### src/rtl/sequential_detector_pkg.sv
// Shared types, default pattern and the KMP-style next-state function
// for the serial pattern detector.
package seq_det_pkg;

    localparam int         MAX_PAT_LEN = 16;
    localparam int         DEF_PAT_LEN = 4;
    localparam logic [3:0] DEF_PATTERN = 4'b1011;
    localparam int         STATE_W     = $clog2(DEF_PAT_LEN + 1);

    // Names for the default 4-bit pattern; the encoding is the match length k.
    typedef enum logic [STATE_W-1:0] {
        IDLE     = STATE_W'(0),
        S0       = STATE_W'(1),
        S1       = STATE_W'(2),
        S2       = STATE_W'(3),
        DETECTED = STATE_W'(4)
    } state_e;

    // Next match length from match length k after seeing bit b.
    // Pattern bit i (i=0 is the first bit received) lives at pattern[len-1-i].
    // A full match without overlap restarts exactly like IDLE.
    function automatic int next_state(input int k, input logic b,
                                      input logic [MAX_PAT_LEN-1:0] pattern,
                                      input int len, input bit overlap);
        int                   ke;
        int                   res;
        bit                   ok;
        logic [MAX_PAT_LEN:0] s;
        res = 0;
        s   = '0;
        if (k <= len) begin
            ke = (k == len && !overlap) ? 0 : k;
            if (ke < len && b == pattern[len-1-ke]) begin
                res = ke + 1;
            end else begin
                // s = matched prefix followed by b; keep the longest proper
                // suffix of s that is also a prefix of the pattern.
                for (int i = 0; i < ke; i++) s[i] = pattern[len-1-i];
                s[ke] = b;
                for (int l = 1; l <= ke && l <= len; l++) begin
                    ok = 1'b1;
                    for (int j = 0; j < l; j++)
                        if (s[ke+1-l+j] != pattern[len-1-j]) ok = 1'b0;
                    if (ok) res = l;
                end
            end
        end
        return res;
    endfunction

endpackage

### src/rtl/sequential_detector_if.sv
// Serial data in / detection flag out between source and detector.
interface sequential_detector_if;
    logic data_in;
    logic detection_out;

    modport master (output data_in, input  detection_out);
    modport slave  (input  data_in, output detection_out);
endinterface

### src/rtl/sequential_detector_next_table.sv
// Elaborated next-state lookup: every (state, bit) entry is a constant
// produced by next_state(), so the hardware is a small mux of constants.
module seq_det_next_table
    import seq_det_pkg::*;
#(
    parameter int               PAT_LEN = DEF_PAT_LEN,
    parameter logic [PAT_LEN-1:0] PATTERN = DEF_PATTERN,
    parameter bit               OVERLAP = 1'b1,
    parameter int               SW      = $clog2(PAT_LEN + 1)
) (
    input  logic [SW-1:0] state_i,
    input  logic          b_i,
    output logic [SW-1:0] next_o
);

    logic [PAT_LEN:0][1:0][SW-1:0] tbl;

    for (genvar k = 0; k <= PAT_LEN; k++) begin : g_k
        for (genvar bb = 0; bb < 2; bb++) begin : g_b
            localparam int N = next_state(k, 1'(bb), MAX_PAT_LEN'(PATTERN),
                                          PAT_LEN, OVERLAP);
            assign tbl[k][bb] = SW'(N);
        end
    end

    // Encodings above PAT_LEN are unreachable; send them back to IDLE.
    always_comb begin
        next_o = '0;
        if (state_i <= SW'(PAT_LEN)) next_o = tbl[state_i][b_i];
    end

endmodule

### src/rtl/sequential_detector.sv
// Moore serial pattern detector: match-length state register plus a
// registered DETECTED flag.
module sequential_detector
    import seq_det_pkg::*;
#(
    parameter int                 PAT_LEN = DEF_PAT_LEN,
    parameter logic [PAT_LEN-1:0] PATTERN = DEF_PATTERN,
    parameter bit                 OVERLAP = 1'b1
) (
    input  logic                  clk,
    input  logic                  reset,
    sequential_detector_if.slave  bus
);

    localparam int SW = $clog2(PAT_LEN + 1);

    logic [SW-1:0] state_q, state_d;
    logic          det_q, det_d;

    seq_det_next_table #(
        .PAT_LEN (PAT_LEN),
        .PATTERN (PATTERN),
        .OVERLAP (OVERLAP),
        .SW      (SW)
    ) u_tbl (
        .state_i (state_q),
        .b_i     (bus.data_in),
        .next_o  (state_d)
    );

    // Flag follows the next state so the output is a flop, not decode logic.
    always_comb begin
        det_d = (state_d == SW'(PAT_LEN));
    end

    // State and output registers; reset drops any partial match at once.
    always_ff @(posedge clk or negedge reset) begin
        if (!reset) begin
            state_q <= '0;
            det_q   <= 1'b0;
        end else begin
            state_q <= state_d;
            det_q   <= det_d;
        end
    end

    assign bus.detection_out = det_q;

endmodule

### src/flat_wrapper.sv
// flat-port wrapper written by rule: the top's interface ports become plain ports
module sequential_detector_flat import seq_det_pkg::*;
#(
    parameter int                 PAT_LEN = DEF_PAT_LEN,
    parameter logic [PAT_LEN-1:0] PATTERN = DEF_PATTERN,
    parameter bit                 OVERLAP = 1'b1
)
  (clk, reset, bus_data_in, bus_detection_out);
  sequential_detector_if bus_i ();
  input  logic clk;
  input  logic reset;
  input wire logic [$bits(bus_i.data_in)-1:0] bus_data_in;
  output wire logic [$bits(bus_i.detection_out)-1:0] bus_detection_out;
  assign bus_i.data_in = bus_data_in;
  assign bus_detection_out = bus_i.detection_out;
  sequential_detector #(.PAT_LEN(PAT_LEN), .PATTERN(PATTERN), .OVERLAP(OVERLAP)) u_core (.clk(clk), .reset(reset), .bus(bus_i));
endmodule
### config.mk
export PLATFORM = sky130hd
export DESIGN_NAME = sequential_detector_flat
export DESIGN_NICKNAME = d
export VERILOG_FILES = /design/src/rtl/sequential_detector_pkg.sv /design/src/rtl/sequential_detector_if.sv /design/src/rtl/sequential_detector_next_table.sv /design/src/rtl/sequential_detector.sv /design/src/flat_wrapper.sv
export SDC_FILE = /design/constraint.sdc
export NUM_CORES = 1
export LEC_CHECK = 0
export CAP_MARGIN = 15
export CORE_AREA = 3 3 40 42
export DETAILED_ROUTE_END_ITERATION = 8
export DIE_AREA = 0 0 43 45
export SYNTH_ARGS = -nofsm -noshare
export SYNTH_HDL_FRONTEND = slang
export SYNTH_SLANG_ARGS = --single-unit
### constraint.sdc
create_clock -name clk -period 1.31 [get_ports clk]
set_input_delay 0.262 -clock clk [delete_from_list [all_inputs] [get_ports clk]]
set_output_delay 0.262 -clock clk [all_outputs]
set_load 0.02 [all_outputs]
# Yosys cells after proc, flatten, opt, wreduce, memory -nomap -nowiden
# Memories as Yosys holds them, arrays and structs flattened.
# Cells that the tools add are included.
totals:
  reg_bits: 4
  rom_bits: 48
  input_bits: 3
  word_cells: 11
  memories: 1
mem_list:
  columns: ["name", "words", "word_bits", "read_ports", "rd_ports_with_merged_regs", "wr", "line_no", "text"]
  rows:
  - ["(no name shown)", 8, 6, 1, 0, 0, "sequential_detector_next_table.sv:29", "if (state_i <= SW'(PAT_LEN)) next_o = tbl[state_i][b_i];"]
classes:
  order_cmp: 3
  n_eq_ne: 1
  mux: 4
ops:
  columns: ["cell", "n"]
  rows:
  - ["$mux W3", 3]
  - ["$mux W6", 1]
  - ["$lt A3 B4 Y1 const B", 1]
  - ["$eq A3 B3 Y1 const B", 1]
  - ["$le A3 B3 Y1 const B", 1]
  - ["$lt A1 B2 Y1 const B", 1]

# Longest topological paths before layout
logic_depth:
  ltp_word: 6
  mapped_depth: 2
  ltp_nobuf: 2

# Modules after synthesis
# Synthesis repeated with hierarchy kept, for this count alone.
unflattened:
  cells_unflattened: 13
  hier_area_um2: 170.2
by_module_without_submodules:
  columns: ["module", "n_inst", "cells_per_inst", "area_per_inst_um2", "seq_area_each_um2"]
  rows:
  - ["sequential_detector", 1, 5, 112.6, 100.1]
  - ["seq_det_next_table", 1, 8, 57.6, 0.0]

# Worst setup path after synthesis
# Ideal clock, no wire load.
synth_path:
  path_kind: "flip-flop to flip-flop"
  start: "register u_core.state_q[0]"
  end: "register u_core.state_q[1]"
  t_arrival_ns: 0.953
  setup_slack_ns: 0.266
  stages_incl_launch_ff: 3
  path_buffers: 0
  period_less_slack_ns: 1.044
  path_cell_list: "dfrtp_1 > or4b_1 > o221ai_1"
synth_via:
  elab_chain_len: 5
  elab_cells_between_ends: 6
  cone_classes: "order compare: 1; mux: 4; memory: 1"
synth_rtl:
  columns: ["element", "line_no", "text"]
  rows:
  - ["start: declaration", "sequential_detector.sv:17", "logic [SW-1:0] state_q, state_d;"]
  - ["start signal: assignment", "sequential_detector.sv:42", "state_q <= state_d;"]
  - ["$mem_v2 Z8 W6", null, null]
  - ["$mux W6 (implied by the code)", "sequential_detector_next_table.sv:29", null]
  - ["$mux W3 (implied by the code) (2 in series)", "sequential_detector_next_table.sv:29", null]
  - ["$mux W3 *", "sequential_detector_next_table.sv:29", null]
  - ["via u_core.state_d[1]", "sequential_detector.sv:17", null]
# The timed path passes the listed nets; every way through them passes the cells marked *. The select of a mux whose other input is x is not followed.

# Worst setup path after layout
layout_path:
  start: "register u_core.det_q, in the netlist u_core.bus.detection_out"
  end: "output bus_detection_out"
layout_rtl:
  columns: ["element", "line_no", "text"]
  rows:
  - ["start: declaration", "sequential_detector.sv:18", "logic det_q, det_d;"]
  - ["start signal: assignment", "sequential_detector.sv:43", "det_q <= det_d;"]
  - ["end: declaration", "flat_wrapper.sv:13", "output wire logic [$bits(bus_i.detection_out)-1:0] bus_detection_out;"]
# No word-level cell between the ends.

==> results.txt <==
result of the run - complete, no violations
kind of path behind the tightest hold check - primary input to async pin
Post-Synth Simple-Gate Area - 22.48%
clock input transition at the sequential cells of the worst setup and hold paths - 0.04 ns
DIE HEIGHT - 45 um
detailed-route wire length - 405 um
clock latency on the worst-skew pair - 0.24 ns
buffers from clock root to sink, at most - 2
overall overflow remaining after global route - 0
gpl congestion - 0.6945
Setup Fix Bufs, Post-CTS - 0
type of the worst setup path - flip-flop to output pin
library cells used by synthesis - 9
Initial DRC Count - 2
area share of the largest cell type after synthesis - 62.02%
maximum number of pins on one net before global-route repair - 7
floorplan row count - 13
FMAX - 867.3 MHz
most instantiated cells after synthesis - dfrtp_1, nor2_1
power density relative to cell area - 1383 nW/um2
final HPWL from detailed placement - 268.8 um
Global Route Usage Sum - 5.268%
final core utilization - 18.60%
Max-Slew Margin vs Limit - 86.14%
setup-violating endpoint count in the final report - 0
ports placed on the boundary - 4
horizontal die dimension - 43 um
DRT antenna net count - 0
Post-Syn Nets - 17
cells traversed along the worst timing path - dlygate4sd2_1
fraction of synthesis flops using an asynchronous set or reset pin - 100.0%
cell type of the slowest stage on the worst timing path - dfrtp_1
leakage power total - 0.1095 nW
library cell with the highest instance count after synthesis - dfrtp_1
total die area - 1935 um2
crit path time final - 1.153 ns
dpl ws - -0.09269 ns
deepest level of the CTS H-tree - 1
per-instance average area after synthesis - 11.53 um2
final count of pins violating max slew - 0
register area share after synthesis - 62.02%
number of antenna violations at the first check in global routing - 0
synthesized instance count - 14
synthesis-stage register bit count - 4
antenna fix cells - 0
Synth area leaders - dfrtp_1, nor2_1, or4b_1
RSZ-0062 raised after global routing - no
count of max-cap constraint violations - 0
area growth from synthesis to final layout - 48.06%
Worst IR Drop VDD - 0.3085 mV
placed cell count - 33
setup clock skew after layout - 0.006280 ns
Via density - 3.833
count of buffers from port buffering - 3
starting utilization of the core area - 12.56%
required time at the worst-slack endpoint - 1.05 ns
critical path endpoint category - output pin
smallest setup slack after layout - 0.1570 ns
layout cell share with drive strength beyond 1 - 19.05%
cell type with the largest total area after synthesis - dfrtp_1
combinational family with the most area after synthesis - simple AND/OR/NAND/NOR gates
CTS root buf - clkbuf_4
worst-margin pin slew - 0.2088 ns
detailed-route wire length per cell - 11.25 um
count of placed standard cells in the final layout, fillers left out - 36
fin crit share - 88.01%
clock tree sinks - 4
Post-Synthesis Cell Area - 161.4 um2
share of synthesized cell area in full adder, half adder and majority cells - 0%
Final Hold Vio Count - 0
number of resized instances in the post-cts repair step - 1
routed via count - 138
detailed-route DRC error count - 0
wire length of the first global-routing pass - 586 um
cell class contributing the biggest share of worst-path delay - flip-flops
largest fanout of any net on the critical path - 1
synthesized-area fraction occupied by xor and xnor cells - 0%
clock tree from TritonCTS - yes
peak per-stage delay on the critical path - 0.34 ns
compound-cell area share of the yosys netlist - 13.18%
data arrival time of the worst path - 0.89 ns
total clock buffers created by CTS - 3
mux contribution to synthesized area - 0%
vias in the first global route - 148
number of enable flip-flop cells after synthesis - 0
prevailing post-synth register cell - dfrtp_1
Core Area - 1285 um2
Crit path buffers/inverters - 1
Worst Setup Start Kind - flip-flop
number of buffers added to fix hold violations after cts - 0
yosys warns - 0
iteration count of the initial detailed-routing pass - 4
nets - 26
where the power goes:
group | leakage, nW | switching [W] | internal, W
combinational | 0.0436 | 0.0000162 | 0.0000185
clock | 0.0138 | 0.0000494 | 0.000102
sequential | 0.0522 | 0.0000105 | 0.000134
area by class of cell:
type | count | area, um2
fillers | 142 | 1046
flip-flops and latches | 4 | 100.1
multi-input cells | 9 | 57.56
repair buffers | 4 | 36.28
clock buffers | 3 | 22.52
well taps | 15 | 18.77
inverters | 1 | 3.754
cell families after synthesis:
group | after synthesis
simple gates | 6
flops | 4
compound gates | 3
buf+inv | 1
metrics by stage:
stage	hold slack (ns)	setup TNS (ns)	total power (W)	area [um2]
6_report	0.2316	0	0.0003305	239.0
5_1_grt	0.2437	0	0.0003437	239.0
4_1_cts	0.2288	0	0.0003379	239.0
3_5_place_dp	0.4819	-0.09269	0.0001798	217.7
3_3_place_gp	0.4735	-0.03925	0.0001749	217.7
2_1_floorplan	-0.03359	0	0.0001598	161.4
final timing paths:
kind,slack (ns),depth (start not counted),start,end
min reg2reg,0.60,1,u_core.state_q[0]$_DFF_PN0_,u_core.state_q[1]$_DFF_PN0_
max in group asynchronous,0.90,1,reset,u_core.state_q[2]$_DFF_PN0_
max reg2reg,0.19,2,u_core.state_q[0]$_DFF_PN0_,u_core.state_q[1]$_DFF_PN0_
min,0.23,1,reset,u_core.bus.detection_out$_DFF_PN0_
max,0.16,1,u_core.bus.detection_out$_DFF_PN0_,bus_detection_out
min in group clk,0.60,1,u_core.state_q[0]$_DFF_PN0_,u_core.state_q[1]$_DFF_PN0_
metal layers:
layer / routed length [um] / GRT usage, % / up-vias
met1: 146 / 3.415 / 61
met4: 11 / 9.036 / 0
met3: 51 / 3.984 / 2
li1: - / - / 64
met2: 195 / 7.186 / 11
met5: 0 / 0 / -
state kept, by name (all words and copies together), names as in the netlist:
name / count
u_core.bus.detection_out: 1
u_core.state_q: 3
cell usage in the layout (no fill, tap or decap), types with 2 or more instances in the layout:
cell | Yosys | layout
nor2_1 | 3 | 3
clkdlybuf4s50_1 | 0 | 2
clkbuf_4 | 0 | 3
dfrtp_1 | 4 | 4
Power figures use the tool's default switching activity.
